<file path="config.mk">
export PLATFORM = sky130hd
export DESIGN_NAME = fwd_hazard_unit
export DESIGN_NICKNAME = d
export VERILOG_FILES = /design/src/rtl/fwd_hazard_unit_pkg.sv /design/src/rtl/fwd_hazard_unit_sb_counter.sv /design/src/rtl/fwd_hazard_unit.sv
export SDC_FILE = /design/constraint.sdc
export NUM_CORES = 1
export LEC_CHECK = 0
export CAP_MARGIN = 5
export CORE_AREA = 2 2 131 133
export CTS_BUF_LIST = sky130_fd_sc_hd__clkbuf_4 sky130_fd_sc_hd__clkbuf_8
export DETAILED_ROUTE_END_ITERATION = 10
export DIE_AREA = 0 0 133 135
export GPL_ROUTABILITY_DRIVEN = 0
export PLACE_DENSITY = 0.82
export SLEW_MARGIN = 20
export SYNTH_ARGS = -nofsm -noshare
export SYNTH_HDL_FRONTEND = slang
export SYNTH_SLANG_ARGS = --single-unit
</file>
<file path="constraint.sdc">
create_clock -name clk_i -period 3.66 [get_ports clk_i]
set_input_delay 0.732 -clock clk_i [delete_from_list [all_inputs] [get_ports clk_i]]
set_output_delay 0.732 -clock clk_i [all_outputs]
set_load 0.005 [all_outputs]
</file>
<file path="src/rtl/fwd_hazard_unit_pkg.sv">
// Shared constants for the forwarding / hazard unit.
// Select encoding and default register / latency widths.
package fwd_hazard_unit_pkg;

  localparam int PKG_REG_AW     = 5;
  localparam int PKG_LAT_W      = 3;
  localparam int LAT_MAX        = 2**PKG_LAT_W - 1;
  localparam int FWD_RF         = 0;
  localparam int FWD_STAGE_BASE = 1;

endpackage

</file>
<file path="src/rtl/fwd_hazard_unit_sb_counter.sv">
// Single-register long-latency countdown.
// Issue takes the max of the decremented count and the new latency.
module sb_counter
  import fwd_hazard_unit_pkg::*;
#(
  parameter int LAT_W = PKG_LAT_W
) (
  input  logic             clk_i,
  input  logic             rst_i,
  input  logic             issue_i,
  input  logic [LAT_W-1:0] lat_i,
  output logic             busy_o
);

  logic [LAT_W-1:0] cnt_q;
  logic [LAT_W-1:0] cnt_d;
  logic [LAT_W-1:0] dec;

  always_comb begin
    dec   = (cnt_q == '0) ? '0 : cnt_q - LAT_W'(1);
    cnt_d = dec;
    // max keeps an older, longer write pending (WAW)
    if (issue_i && (lat_i > dec)) begin
      cnt_d = lat_i;
    end
  end

  always_ff @(posedge clk_i or negedge rst_i) begin
    if (!rst_i) begin
      cnt_q <= '0;
    end else begin
      cnt_q <= cnt_d;
    end
  end

  assign busy_o = (cnt_q != '0);

endmodule

</file>
<file path="src/rtl/fwd_hazard_unit.sv">
// Operand bypass select, load-use and scoreboard stall,
// with a saturating stall-cycle counter.
module fwd_hazard_unit
  import fwd_hazard_unit_pkg::*;
#(
  parameter int NUM_SRC = 2,
  parameter int NUM_FWD = 2,
  parameter int REG_AW  = PKG_REG_AW,
  parameter int LAT_W   = PKG_LAT_W,
  parameter int CNT_W   = 32,
  parameter int SEL_W   = $clog2(NUM_FWD+1)
) (
  input  logic                      clk_i,
  input  logic                      rst_i,
  input  logic [NUM_FWD-1:0]        fwd_we_i,
  input  logic [NUM_FWD*REG_AW-1:0] fwd_rd_i,
  input  logic [NUM_SRC*REG_AW-1:0] ex_rs_i,
  output logic [NUM_SRC*SEL_W-1:0]  fwd_sel_o,
  input  logic [NUM_SRC*REG_AW-1:0] id_rs_i,
  input  logic [NUM_SRC-1:0]        id_rs_used_i,
  input  logic                      idex_memread_i,
  input  logic [REG_AW-1:0]         idex_rd_i,
  input  logic                      mc_issue_i,
  input  logic [REG_AW-1:0]         mc_rd_i,
  input  logic [LAT_W-1:0]          mc_lat_i,
  output logic                      stall_o,
  output logic [2**REG_AW-1:0]      sb_busy_o,
  output logic [CNT_W-1:0]          stall_cnt_o
);

  localparam int NREG = 2**REG_AW;

  logic            lu_hit;
  logic            sb_hit;
  logic            mc_vld;
  logic [NREG-1:0] busy;
  logic [CNT_W-1:0] cnt_q;
  logic [CNT_W-1:0] cnt_d;

  // scan oldest to youngest so the youngest match wins
  always_comb begin
    fwd_sel_o = '0;
    for (int j = 0; j < NUM_SRC; j++) begin
      fwd_sel_o[j*SEL_W +: SEL_W] = SEL_W'(FWD_RF);
      for (int k = NUM_FWD-1; k >= 0; k--) begin
        if (fwd_we_i[k] &&
            (fwd_rd_i[k*REG_AW +: REG_AW] != '0) &&
            (fwd_rd_i[k*REG_AW +: REG_AW] ==
             ex_rs_i[j*REG_AW +: REG_AW])) begin
          fwd_sel_o[j*SEL_W +: SEL_W] =
            SEL_W'(FWD_STAGE_BASE + k);
        end
      end
    end
  end

  assign mc_vld = mc_issue_i && (mc_rd_i != '0);

  always_comb begin
    lu_hit = 1'b0;
    sb_hit = 1'b0;
    for (int j = 0; j < NUM_SRC; j++) begin
      if (id_rs_used_i[j]) begin
        if (idex_memread_i &&
            (idex_rd_i != '0) &&
            (id_rs_i[j*REG_AW +: REG_AW] == idex_rd_i)) begin
          lu_hit = 1'b1;
        end
        if (busy[id_rs_i[j*REG_AW +: REG_AW]] ||
            (mc_vld &&
             (id_rs_i[j*REG_AW +: REG_AW] == mc_rd_i))) begin
          sb_hit = 1'b1;
        end
      end
    end
  end

  assign stall_o = lu_hit || sb_hit;

  assign busy[0] = 1'b0;

  for (genvar r = 1; r < NREG; r++) begin : g_sb
    sb_counter #(
      .LAT_W (LAT_W)
    ) u_sb (
      .clk_i   (clk_i),
      .rst_i   (rst_i),
      .issue_i (mc_vld && (mc_rd_i == REG_AW'(r))),
      .lat_i   (mc_lat_i),
      .busy_o  (busy[r])
    );
  end

  assign sb_busy_o = busy;

  always_comb begin
    cnt_d = cnt_q;
    if (stall_o && (cnt_q != '1)) begin
      cnt_d = cnt_q + CNT_W'(1);
    end
  end

  always_ff @(posedge clk_i or negedge rst_i) begin
    if (!rst_i) begin
      cnt_q <= '0;
    end else begin
      cnt_q <= cnt_d;
    end
  end

  assign stall_cnt_o = cnt_q;

endmodule

</file>
## After elaboration in Yosys (flattened, before gate mapping)

Index checks and enable logic that the tools add are counted.

| operators by class | value |
|---|---|
| add/sub/neg operators | 32 |
| $lt $le $gt $ge | 33 |
| equal/unequal tests | 40 |
| mux-type cells | 78 |
| reductions and logical operators | 144 |

Operators with widths:

| operator | count |
|---|---|
| 3-bit 2-to-1 mux | 62 |
| 3-bit greater-than comparator | 31 |
| 3-bit zero test | 31 |
| 3-bit nonzero test | 31 |
| 3-bit by 1-bit subtractor with 3-bit output, second input constant | 31 |
| 5-bit == test, second input constant | 16 |
| 1-bit logical AND | 75 |
| 5-bit by 4-bit == test with 1-bit output, second input constant | 8 |
| 5-bit == test | 8 |
| 32-bit by 1-bit adder with 32-bit output, second input constant | 1 |
| 32-bit inequality test, second input constant | 1 |
| 5-bit by 3-bit == test with 1-bit output, second input constant | 4 |
| 5-bit nonzero test | 4 |
| 5-bit by 6-bit < comparator with 1-bit output, second input constant | 2 |
| 1-bit binary-select mux with 5-bit select | 2 |
| 5-bit by 2-bit == test with 1-bit output, second input constant | 2 |
| 1-bit 2-to-1 mux | 10 |
| 2-bit 2-to-1 mux | 4 |
| 5-bit by 1-bit == test with 1-bit output, second input constant | 1 |
| 1-bit logical OR | 3 |

| word-level totals | value |
|---|---|
| register bits after elaboration | 125 |
| input port bits | 51 |
| output and inout port bits | 69 |
| logic and storage cells | 359 |

## Logic depth before layout (Yosys ltp)

| logic depth | value |
|---|---|
| depth in word-level cells | 10 |
| depth in mapped cells | 11 |
| depth with buffers taken out | 10 |

## By module

Synthesis repeated with hierarchy kept, for this count alone.

| unflattened totals | value |
|---|---|
| cell total of the unflattened synthesis | 1,087 |
| area, all modules | 10,587.7 µm² |

Modules (own cells, without submodules):

| module | times used | cells each | area each (µm²) | sequential area each (µm²) |
|---|---|---|---|---|
| sb_counter | 31 | 25 | 244.0 | 75.1 |
| fwd_hazard_unit | 1 | 312 | 3,024.2 | 800.8 |

## Least setup slack after synthesis

OpenSTA, ideal clock, no wires.

| timing path | value |
|---|---|
| path kind | input to output |
| start | input id_rs_i[5] |
| end | output stall_o |
| arrival time | 2.361 ns |
| required time | 2.928 ns |
| slack | 0.567 ns |
| stages | 8 |
| path buffers | 2 |
| cells stage by stage | buf_4 > clkinv_1 > mux2i_1 > o311ai_1 > a211oi_1 > nor4_2 > nand4_2 > buf_6 |

| on the way | value |
|---|---|
| cells in the longest elaborated chain, start to end | 6 |
| elaborated cells on any way between the ends | 12 |
| classes of those cells | eq/ne (2); mux (6); reduce/logical (4) |

Ends and longest elaborated chain:

| element | line | RTL |
|---|---|---|
| start: declaration | fwd_hazard_unit.sv:19 | `input logic [NUM_SRC*REG_AW-1:0] id_rs_i,` |
| 1-bit binary-select mux with 5-bit select / 5-bit == test (equally long branches) | fwd_hazard_unit.sv:69, fwd_hazard_unit.sv:71 |  |
| 1-bit 2-to-1 mux (not written as such) / 1-bit logical AND (equally long branches) | fwd_hazard_unit.sv:69, fwd_hazard_unit.sv:70 |  |
| 1-bit logical OR | fwd_hazard_unit.sv:69 | `if (busy[id_rs_i[j*REG_AW +: REG_AW]] \|\|` |
| 1-bit 2-to-1 mux | fwd_hazard_unit.sv:69 |  |
| 1-bit 2-to-1 mux | fwd_hazard_unit.sv:63 | `if (id_rs_used_i[j]) begin` |
| 1-bit logical OR * | fwd_hazard_unit.sv:78 | `assign stall_o = lu_hit \|\| sb_hit;` |
| end: declaration | fwd_hazard_unit.sv:26 | `output logic stall_o,` |

Every way passes the cells marked *; elsewhere a longest branch is shown, timed or not. The select of a mux whose other input is x is not followed.

## Worst setup path in the final report

| timing path | value |
|---|---|
| start | input id_rs_i[7] |
| end | output stall_o |

The elaborated chain is that of the path after synthesis.

==> impl_metrics.py <==
metrics = {
    "cts": {
        "cts_tree": "yes",
        "clk_path_buf_depth": 2,
        "clk_pin_slew_worst_paths_ps": 70,
        "clock_latency_ps": 470,
        "cts_sinks": 125,
        "post-cts-setup-buffer-count": 0,
        "cts_root_buffer": "clkbuf_8",
        "hold_buffers": 0,
        "cts-htree-levels": 4,
        "cts_buffers": 17,
    },
    "floorplanning": {
        "dieArea_mm2": 0.0180,
        "rows": 47,
        "start_util_pct": 57.4,
        "die_x_um": 133,
        "num_io_pins": 120,
        "die_y_um": 135,
        "core_mm2": 0.0164,
    },
    "global_route": {
        "grt_pass1_vias": 8407,
        "grt_overflow": 0,
        "grt_use_total_pct": 28.6,
        "grt_pass1_wl_um": 40700,
        "grt_antenna_before_repair": 1,
        "grt_max_degree": 55,
    },
    "synth": {
        "synth_ff_type": "dfrtp_1",
        "yosys-top-cells-area": "dfrtp_1 33%, ha_1 13%, xnor2_1 4.2%",
        "ys_ff_latch": 125,
        "netlist_area_mm2": 0.00942,
        "syn-instance-count": 1020,
        "synth_common_cells": "125 x dfrtp_1, 96 x ha_1, 70 x o21ai_0",
        "synth_edf_count": 0,
        "synth_area_per_cell_um2": 9.24,
        "yosysMostFrequentCell": "dfrtp_1",
        "async_reset_ff_share_pct": 100,
        "synth.distinct_cells": 59,
        "synth_seq_area_share_pct": 33.2,
        "synth_top_area_share_pct": 33.2,
        "synth_top_area_cell": "dfrtp_1",
        "syn-num-nets": 1167,
        "yosys_warnings": 0,
    },
    "route": {
        "drt-total-wl_um": 24800,
        "drt_iter0_markers": 780,
        "ant_nets": 0,
        "remaining_drc_errors": 0,
        "wl_per_cell_um": 17.4,
        "dr_total_vias": 8436,
        "drtPass1Iterations": 6,
        "viasPerCell": 5.92,
    },
    "timing": {
        "hold_viol": 0,
        "max_slew_margin_pct": 51.0,
        "setup_violations": 1,
        "min_period_ps": 3670,
        "skew_ps": 16.1,
        "max_freq_mhz": 272,
        "fin_crit_sh_pct": 100,
        "fin_setup_tns_ps": -14.6,
        "finalMaxSlewViolations": 0,
        "worst_slew_pin_slew_ps": 734,
        "worst_slack_ps": -14.6,
    },
    "run_status": {
        "violations": "negative setup slack",
        "status": "finished with violations",
    },
    "setup_path": {
        "critPathMaxStageDelay_ps": 490,
        "crit_required_ps": 2930,
        "critPathCaptureType": "primary output",
        "crit_path_start_kind": "input pin",
        "ff2ff_setup_slack_ps": 760,
        "path_cells": "clkdlybuf4s50_1, buf_4, nor2b_1, a2111oi_2, nor3_2, nor3_1, nor4_2, nand4_4, dlygate4sd2_1",
        "crit_family": "simple AND/OR/NAND/NOR gates",
        "critPathMaxFanout": 3,
        "cp.buffers_inverters": 3,
        "critical_path_arrival_ps": 2940,
        "path_class": "input pin to primary output",
        "cpMaxStageDelayCell": "clkdlybuf4s50_1",
    },
    "place": {
        "dp_hpwl_um": 18100,
        "io_buffers": 118,
        "dpl_cell_area_mm2": 0.0112,
    },
    "layout": {
        "regArea_mm2": 0.00313,
        "nNetsFinal": 1338,
        "drive_gt1_share_pct": 15.5,
        "fillCellCount": 1215,
        "final_area_mm2": 0.0117,
        "multi_input_area_mm2": 0.00567,
        "areaGrowthSynthToFinish_pct": 24.4,
        "diodes": 0,
    },
    "power": {
        "p_leak_nw": 5.40,
        "ir_drop_mv": 0.286,
        "cellPowerDensity_mw_per_mm2": 459,
    },
    "hold_path": {
        "hp-class": "input pin to asynchronous set/reset pin",
    },
    "flow_run": {
        "drv_cap": 0,
    },
}
final cells by class:
class,count,share of cell area (%)
Sequential cell,125,26.7
Clock inverter,14,1.49
Timing Repair Buffer,215,16.7
Clock buffer,18,2.06
Tap cell,220,2.35
Multi-Input combinational cell,761,48.4
Inverter,71,2.28
kinds of logic after synthesis:
logic type	count (synthesis)	share of synthesized area, %
AOI/OAI and AO/OA	189	11.6
xor gates and xnor gates	71	6.60
adders and majority gates	96	12.8
buffers and inverters	134	7.09
DFF	125	33.2
muxes	76	9.39
other	1	0.0398
and+or+nand+nor	328	19.4
sequential cells by signal, indices dropped and copies added, names as in the netlist:
name / cells
g_sb.u_sb.cnt_q: 93
stall_cnt_o: 32
layout by cell type, fill, tap and decap left out, drive strengths merged, types with 7 or more instances in the layout:
master / instances
a21oi: 62
ha: 96
nand3: 37
nand2b: 7
xnor2: 45
nand2: 48
nor2b: 8
nand4: 15
inv: 77
and3: 39
buf: 99
nor4: 44
nor2: 44
xor2: 26
nor3: 41
clkdlybuf4s50: 111
a21o: 28
mux2: 33
mux2i: 37
clkbuf: 18
dfrtp: 125
nor3b: 31
o21ai: 70
per-stage QoR:
step	cells	utilization, %	hold WS (ps)	setup slack [ps]	total power (W)
2_1_floorplan	1020	-	436	567	0.00313
4_1_cts	1424	71.2	289	45.7	0.00538
6_report	1424	71.4	288	-14.6	0.00538
3_3_place_gp	1392	68.5	480	-149	0.00399
5_1_grt	1424	71.4	326	-48.9	0.00571
3_5_place_dp	1392	68.5	487	-242	0.00406
final timing paths:
kind / to / depth (start not counted) / from
worst min-delay path: g_sb[30].u_sb.cnt_q[2] / 1 / rst_i
worst min register to register: stall_cnt_o[29] / 1 / stall_cnt_o[29]
worst max register to register: stall_cnt_o[1] / 11 / g_sb[1].u_sb.cnt_q[0]
worst max-delay path: stall_o / 9 / id_rs_i[7]
min in group clk_i: stall_cnt_o[29] / 1 / stall_cnt_o[29]
max in group asynchronous: g_sb[31].u_sb.cnt_q[2] / 2 / rst_i
report_power, final:
| group | total, W | switching [W] | internal (W) |
|---|---|---|---|
| logic | 0.00224 | 0.00109 | 0.00115 |
| clock network | 0.00130 | 0.000659 | 0.000643 |
| registers | 0.00183 | 0.000251 | 0.00158 |
| total | 0.00538 | 0.00200 | 0.00338 |
layer usage:
layer	track usage, %	wire, µm	up-vias
met5	0	0	-
met1	35.0	10400	4036
met4	13.6	935	0
li1	-	-	4019
met3	4.58	1520	63
met2	49.4	12000	318
repair_timing:
action | CTS | global route
setup endpoints to repair | 1 | 2
hold endpoints to repair | 0 | 0
gates resized for setup | 6 | 9
cloned | 0 | 0
pin swaps | 4 | 2
Power figures use the tool's default switching activity.
